==> src/rtl/serial_negator_pkg.sv <==
// Shared types for the digit-serial negator: operation modes and FSM states.
package serial_negator_pkg;

  typedef enum logic [1:0] {
    MODE_PASS = 2'b00,
    MODE_NEG  = 2'b01,
    MODE_ABS  = 2'b10,
    MODE_ONES = 2'b11
  } mode_t;

  typedef enum logic [1:0] {
    S_IDLE = 2'b00,
    S_BUSY = 2'b01,
    S_DONE = 2'b10
  } state_t;

endpackage

==> src/rtl/neg_digit.sv <==
// One K-bit digit of the negator: conditional invert followed by a K-bit add
// of the incoming carry. The only arithmetic in the block.
module neg_digit #(
  parameter int K = 2
) (
  input  logic [K-1:0] x,
  input  logic         inv,
  input  logic         cin,
  output logic [K-1:0] d,
  output logic         cout
);

  logic [K-1:0] x_c;

  // XOR with inv is the per-bit NAND-with-1 when inverting, a buffer otherwise.
  assign x_c       = x ^ {K{inv}};
  assign {cout, d} = {1'b0, x_c} + {{K{1'b0}}, cin};

endmodule

==> src/rtl/serial_negator.sv <==
// Digit-serial two's-complement pass/negate/abs/ones'-complement unit.
// K bits per cycle, LSB digit first, valid/ready on both sides.
module serial_negator
  import serial_negator_pkg::*;
#(
  parameter int N = 8,
  parameter int K = 2
) (
  input  logic         clk,
  input  logic         rst_n,
  input  logic         in_valid,
  output logic         in_ready,
  input  logic [N-1:0] in_data,
  input  logic [1:0]   in_mode,
  output logic         out_valid,
  input  logic         out_ready,
  output logic [N-1:0] out_data,
  output logic         out_ovf,
  output logic         out_zero
);

  if (N < 2 || K < 1 || K > N || (N % K) != 0) begin : g_bad_params
    $error("serial_negator: requires N >= 2, 1 <= K <= N and N divisible by K");
  end

  localparam int             DIGITS  = N / K;
  localparam int             CW      = (DIGITS > 1) ? $clog2(DIGITS) : 1;
  localparam logic [CW-1:0]  LAST    = CW'(DIGITS - 1);
  localparam logic [N-1:0]   MIN_VAL = {1'b1, {(N-1){1'b0}}};

  state_t        state;
  logic [N-1:0]  sh;
  logic          carry;
  logic          inv;
  logic          ovf_q;
  logic [CW-1:0] count;

  mode_t         mode;
  logic          inv_init;
  logic          carry_init;
  logic          ovf_init;
  logic [K-1:0]  digit;
  logic          digit_cout;
  logic [N-1:0]  sh_next;

  assign mode = mode_t'(in_mode);

  // NOTE: every always_comb output gets a default first so no path leaves it unassigned (no latch).
  always_comb begin
    inv_init   = 1'b0;
    carry_init = 1'b0;
    unique case (mode)
      MODE_PASS: begin inv_init = 1'b0;       carry_init = 1'b0;       end
      MODE_NEG:  begin inv_init = 1'b1;       carry_init = 1'b1;       end
      MODE_ABS:  begin inv_init = in_data[N-1]; carry_init = in_data[N-1]; end
      MODE_ONES: begin inv_init = 1'b1;       carry_init = 1'b0;       end
    endcase
  end

  // Only negating the most negative value is unrepresentable; the carry-out never signals it.
  assign ovf_init = ((mode == MODE_NEG) || (mode == MODE_ABS && in_data[N-1]))
                    && (in_data == MIN_VAL);

  neg_digit #(.K(K)) u_digit (
    .x    (sh[K-1:0]),
    .inv  (inv),
    .cin  (carry),
    .d    (digit),
    .cout (digit_cout)
  );

  // Operand drains from the LSB side while result digits fill from the MSB side.
  assign sh_next = (sh >> K) | (N'(digit) << (N - K));

  // NOTE: sequential state uses non-blocking assignments so every register samples pre-edge values.
  always_ff @(posedge clk) begin
    if (!rst_n) begin
      state     <= S_IDLE;
      in_ready  <= 1'b0;
      out_valid <= 1'b0;
      out_data  <= '0;
      out_ovf   <= 1'b0;
      out_zero  <= 1'b0;
      sh        <= '0;
      carry     <= 1'b0;
      inv       <= 1'b0;
      ovf_q     <= 1'b0;
      count     <= '0;
    end else begin
      unique case (state)
        S_IDLE: begin
          in_ready <= 1'b1;
          if (in_valid && in_ready) begin
            sh       <= in_data;
            inv      <= inv_init;
            carry    <= carry_init;
            ovf_q    <= ovf_init;
            count    <= '0;
            in_ready <= 1'b0;
            state    <= S_BUSY;
          end
        end
        S_BUSY: begin
          sh    <= sh_next;
          carry <= digit_cout;
          count <= count + 1'b1;
          if (count == LAST) begin
            out_data  <= sh_next;
            out_zero  <= (sh_next == '0);
            out_ovf   <= ovf_q;
            out_valid <= 1'b1;
            state     <= S_DONE;
          end
        end
        S_DONE: begin
          if (out_ready) begin
            out_valid <= 1'b0;
            in_ready  <= 1'b1;
            state     <= S_IDLE;
          end
        end
        default: state <= S_IDLE;
      endcase
    end
  end

endmodule

==> config.mk <==
export PLATFORM = sky130hd
export DESIGN_NAME = serial_negator
export DESIGN_NICKNAME = d
export VERILOG_FILES = /design/src/rtl/serial_negator_pkg.sv /design/src/rtl/neg_digit.sv /design/src/rtl/serial_negator.sv
export SDC_FILE = /design/constraint.sdc
export NUM_CORES = 1
export LEC_CHECK = 0
export BUFFER_PORTS_ARGS = -buffer_cell sky130_fd_sc_hd__buf_2
export CORE_MARGIN = 5
export CORE_UTILIZATION = 40
export DETAILED_ROUTE_END_ITERATION = 10
export GPL_ROUTABILITY_DRIVEN = 0
export HOLD_SLACK_MARGIN = 0.06
export SYNTH_ARGS = -nofsm -noshare
export SYNTH_HDL_FRONTEND = slang
export SYNTH_SLANG_ARGS = --single-unit
==> constraint.sdc <==
create_clock -name clk -period 2.8 [get_ports clk]
set_input_delay 0.56 -clock clk [delete_from_list [all_inputs] [get_ports clk]]
set_output_delay 0.56 -clock clk [all_outputs]
set_load 0.02 [all_outputs]
Word level (Yosys, flattened, before mapping)
Cells that the tools add are included.
Word-level totals
  word-level logic and storage cells: 61
  input bits: 14
  register bits: 27
  output and inout port bits: 12
Cells by class
  bitwise operators: 2
  equality and inequality tests: 10
  add/sub/neg operators: 2
  muxes and demuxes: 18
  reductions and logical operators: 18
Operators with widths (count)
  case mux 8 bit (2 select lines): 1
  equality test 2 bit, second input constant: 4
  equality test 8 bit, second input constant: 1
  logical NOT 8 bit: 1
  2-to-1 mux 2 bit: 4
  2-to-1 mux 8 bit: 1
  OR 6 x 8 -> 8 bit: 1
  AND reduction 2 bit: 4
  != test 2 bit, second input constant: 3
  case mux 1 bit (2 select lines): 3
  case mux 1 bit (3 select lines): 2
  case mux 2 bit (3 select lines): 1
  AND reduction 3 bit: 2
  nonzero test 2 bit: 3
  2-to-1 mux 1 bit: 5
  equality test 2 x 1 -> 1 bit, second input constant: 2
  logical NOT 2 bit: 2
  case mux 2 bit (2 select lines): 1
  OR reduction 2 bit: 2
  adder 2 x 1 -> 3 bit: 1
  logical AND 1 bit: 3
  adder 2 x 1 -> 2 bit, second input constant: 1
  bitwise XOR 2 bit: 1
  logical OR 1 bit: 1

Depth between registers and ports, before layout
  word-level depth: 5
  depth in mapped cells: 6
  mapped depth without buffers: 6

Cells and area by module
Synthesis repeated with hierarchy kept, for this count alone.
Unflattened totals
  cell total of the unflattened synthesis: 126
  area total of the unflattened synthesis: 1204.9 sq um
By module, submodules not included
  serial_negator: area an instance 1162.4 sq um, seq. area each 540.5 sq um, times used 1, cells each 122
  neg_digit: area an instance 42.5 sq um, seq. area each 0.0 sq um, times used 1, cells each 4

Worst setup path after synthesis
Ideal clock, no wire load.
  path type: register to register
  start: reg inv
  end: reg out_zero
  setup time: 0.070 ns
  path buffers: 0
  cell stages (with the launch flop): 7
  setup slack: 1.401 ns
  period minus slack after synthesis: 1.399 ns
  data arrival time: 1.329 ns
  required time: 2.730 ns
  cells stage by stage: dfxtp_1 xor2_1 ha_1 ha_1 nor4_1 nand4_1 a21boi_1
On the way
  longest elaborated chain between the ends: 4
Ends and longest elaborated chain
  from (decl): line serial_negator.sv:34  | logic inv;
  from (signal assigned): line serial_negator.sv:95  | inv <= inv_init;
  bitwise XOR 2 bit: line neg_digit.sv:16  | assign x_c = x ^ {K{inv}};
  adder 2 x 1 -> 3 bit: line neg_digit.sv:17  | assign {cout, d} = {1'b0, x_c} + {{K{1'b0}}, cin};
  via digit[1]: line serial_negator.sv:42  | logic [K-1:0] digit;
  OR 6 x 8 -> 8 bit: line serial_negator.sv:73  | assign sh_next = (sh >> K) | (N'(digit) << (N - K));
  logical NOT 8 bit: line serial_negator.sv:109  | out_zero <= (sh_next == '0);
  to (signal assigned): line serial_negator.sv:109
  to (decl): line serial_negator.sv:19  | output logic out_zero
The timed path passes the listed nets, and every way through them passes these cells.
A chain may end at the register's enable or synchronous reset.

Final worst setup path
Ends and elaborated chain as after synthesis.

==> flow_summary.json <==
{
  "maxSlewViolCount": 0,
  "diodes": 0,
  "cts_sinks": 27,
  "drt_iter0_drc": 27,
  "core_area_sq_um": 3080,
  "crit_path_max_fanout": 3,
  "finalClockSkew_ns": 0.00378,
  "synthToLayoutAreaGrowth_pct": 10.6,
  "clock_path_buffers": 2,
  "cap_violations": 0,
  "synth.area.top_cells": "dfxtp_1 (42%), mux2i_1 (6.2%), nor2b_1 (4.8%), buf_6 (3.5%), nand3_1 (3.1%)",
  "synth_top_cell_area_share": 0.415,
  "nets": 167,
  "pwr_density_cell_nw_per_um2": 481,
  "placementRows": 20,
  "synth-main-ff-cell": "dfxtp_1",
  "ys_seq_elements": 27,
  "grt-ovfl-total": 0,
  "yosys_warnings": 0,
  "yosysUniqueCellTypes": 38,
  "clkTransAtPathRegs_ns": 0.14,
  "synthArstFlopShare": 0,
  "syn_inst": 129,
  "drive_gt1_frac": 0.255,
  "synth_common_cells": "dfxtp_1 (27), nand2_1 (10), nor2b_1 (10)",
  "cts_hold_buf": 0,
  "seq_area_frac_synth": 0.415,
  "worstPathRequired_ns": 3.08,
  "hpwl_mm": 1.97,
  "synth_edf_count": 0,
  "cp_top_family": "adder cells",
  "yosysTopAreaCell": "dfxtp_1",
  "rsz0062_at_grt": "no",
  "critPathMostFrequentCell": "ha_1",
  "status": "finished, final reports clean",
  "yosysMostFrequentCell": "dfxtp_1",
  "root_buffer": "clkbuf_4",
  "place.port_buffers": 25,
  "start_kind": "flop",
  "dp.cells": 189,
  "multi_input_area_sq_um": 688,
  "slowest_stage": "dfxtp_1",
  "critical_path_buf_inv_count": 0,
  "grt_pass1_wl_mm": 4.49,
  "drcViolationCount": 0,
  "htreeDepth": 1,
  "utilization": 0.467,
  "fin_area_sq_um": 1440,
  "wl_per_cell_microns": 14.0,
  "grt_usage": 0.130,
  "grt_max_degree": 31,
  "nFillCells": 324,
  "vias": 1006,
  "io-pin-count": 26,
  "cts_buffers": 3,
  "antenna_left": 0,
  "cts_tree": "built",
  "max_freq_ghz": 0.605,
  "drt-total-wl_mm": 2.70,
  "via_per_inst": 5.21,
  "ff_latch_area_sq_um": 541,
  "arrival_ns": 1.93,
  "endpoint_kind": "flop",
  "crit_chain": "xor2_1, ha_1, ha_1, nor4_1, nand4_1, a21boi_1",
  "hold_viol": 0,
  "die_h_microns": 67.0,
  "post_cts_resized": 0,
  "dr.pass1.iters": 4,
  "start_util": 0.423,
  "peakVddDrop_mv": 0.169,
  "worst_slew_pin_slew_ns": 0.586,
  "post-cts-setup-buffer-count": 0,
  "cpPeakStageDelay_ns": 0.36,
  "final_cells": 193,
  "final.period_utilization": 0.590,
  "path_class": "reg -> reg",
  "slew_headroom": 0.608,
  "setup_violations": 0,
  "antenna_found_initial": 0,
  "die-width_microns": 67.0,
  "syn_nets": 146,
  "worstSkewPairLatency_ns": 0.33,
  "fin_setup_tns_ns": 0,
  "hold_class": "in -> reg",
  "dpl_cell_area_sq_um": 1410,
  "p_leak_nw": 0.639,
  "period_needed_ns": 1.65,
  "first_global_vias": 990,
  "synth_area_sq_um": 1300,
  "syn_avg_cell_area_sq_um": 10.1,
  "die_area_sq_um": 4490
}
[power breakdown]
group	internal, mW	switching (mW)
Combinational	0.0473	0.0572
Sequential	0.401	0.0188
Clock	0.0560	0.113
[registers in the layout, summed over array words and instances, names as in the netlist, 2 cells and up]
register,flops
state,2
count,2
out_data,8
sh,8
[logic make-up (layout without fill, tap and decap cells)]
logic type,Yosys count,after routing,share of synthesized area
mux,9,9,0.0702
simple gates,51,51,0.234
fa+ha+maj,3,3,0.0288
compound gates,27,27,0.183
xor+xnor,2,2,0.0135
flops,27,27,0.415
buf+inv,10,30,0.0558
[per-stage QoR]
step	hold WS, ns	worst slack [ns]	power [mW]
floorplan	0.443	1.40	0.504
global placement	0.447	1.18	0.531
detailed placement	0.455	1.18	0.531
CTS	0.427	1.14	0.697
global route	0.418	1.05	0.731
finish	0.431	1.15	0.692
[worst paths after layout]
| check | from | cells after the start | slack, ns | end |
|---|---|---|---|---|
| worst max-delay path | inv | 6 | 1.15 | out_zero |
| worst min-delay path | in_data[2] | 2 | 0.43 | ovf_q |
| worst max register to register | inv | 6 | 1.15 | out_zero |
| worst min register to register | out_zero | 2 | 0.47 | out_zero |
[final cells by class]
| class | instances | share of cell area |
|---|---|---|
| Clock buffer | 4 | 0.0183 |
| Inverter | 1 | 0.00261 |
| Multi-Input combinational cell | 92 | 0.478 |
| Sequential cell | 27 | 0.376 |
| Tap cell | 44 | 0.0383 |
| Timing Repair Buffer | 25 | 0.0870 |
[layout by cell type (no fill, tap or decap), types with 2 or more instances in the layout]
master,netlist,layout
a21boi_0,3,3
a21boi_1,3,3
a21boi_2,3,3
a21oi_1,2,2
a22oi_2,3,3
buf_2,1,25
clkbuf_4,0,3
dfxtp_1,27,27
ha_1,3,3
mux2i_1,8,8
nand2_1,10,10
nand3_1,8,8
nand3b_1,2,2
nor2_1,5,5
nor2b_1,10,10
nor3_1,5,5
nor4_1,2,2
o211a_1,2,2
o211ai_1,2,2
o21ai_0,2,2
o221ai_1,4,4
xor2_1,2,2
[layer usage]
| metal | track usage | routed length [microns] | vias to the layer above |
|---|---|---|---|
| met5 | 0 | 0 | - |
| met4 | 0.0532 | 52 | 0 |
| met3 | 0.0219 | 93 | 5 |
| met2 | 0.212 | 1210 | 15 |
| met1 | 0.167 | 1350 | 477 |
| li1 | - | - | 509 |
(Power assumes the default switching activity.)
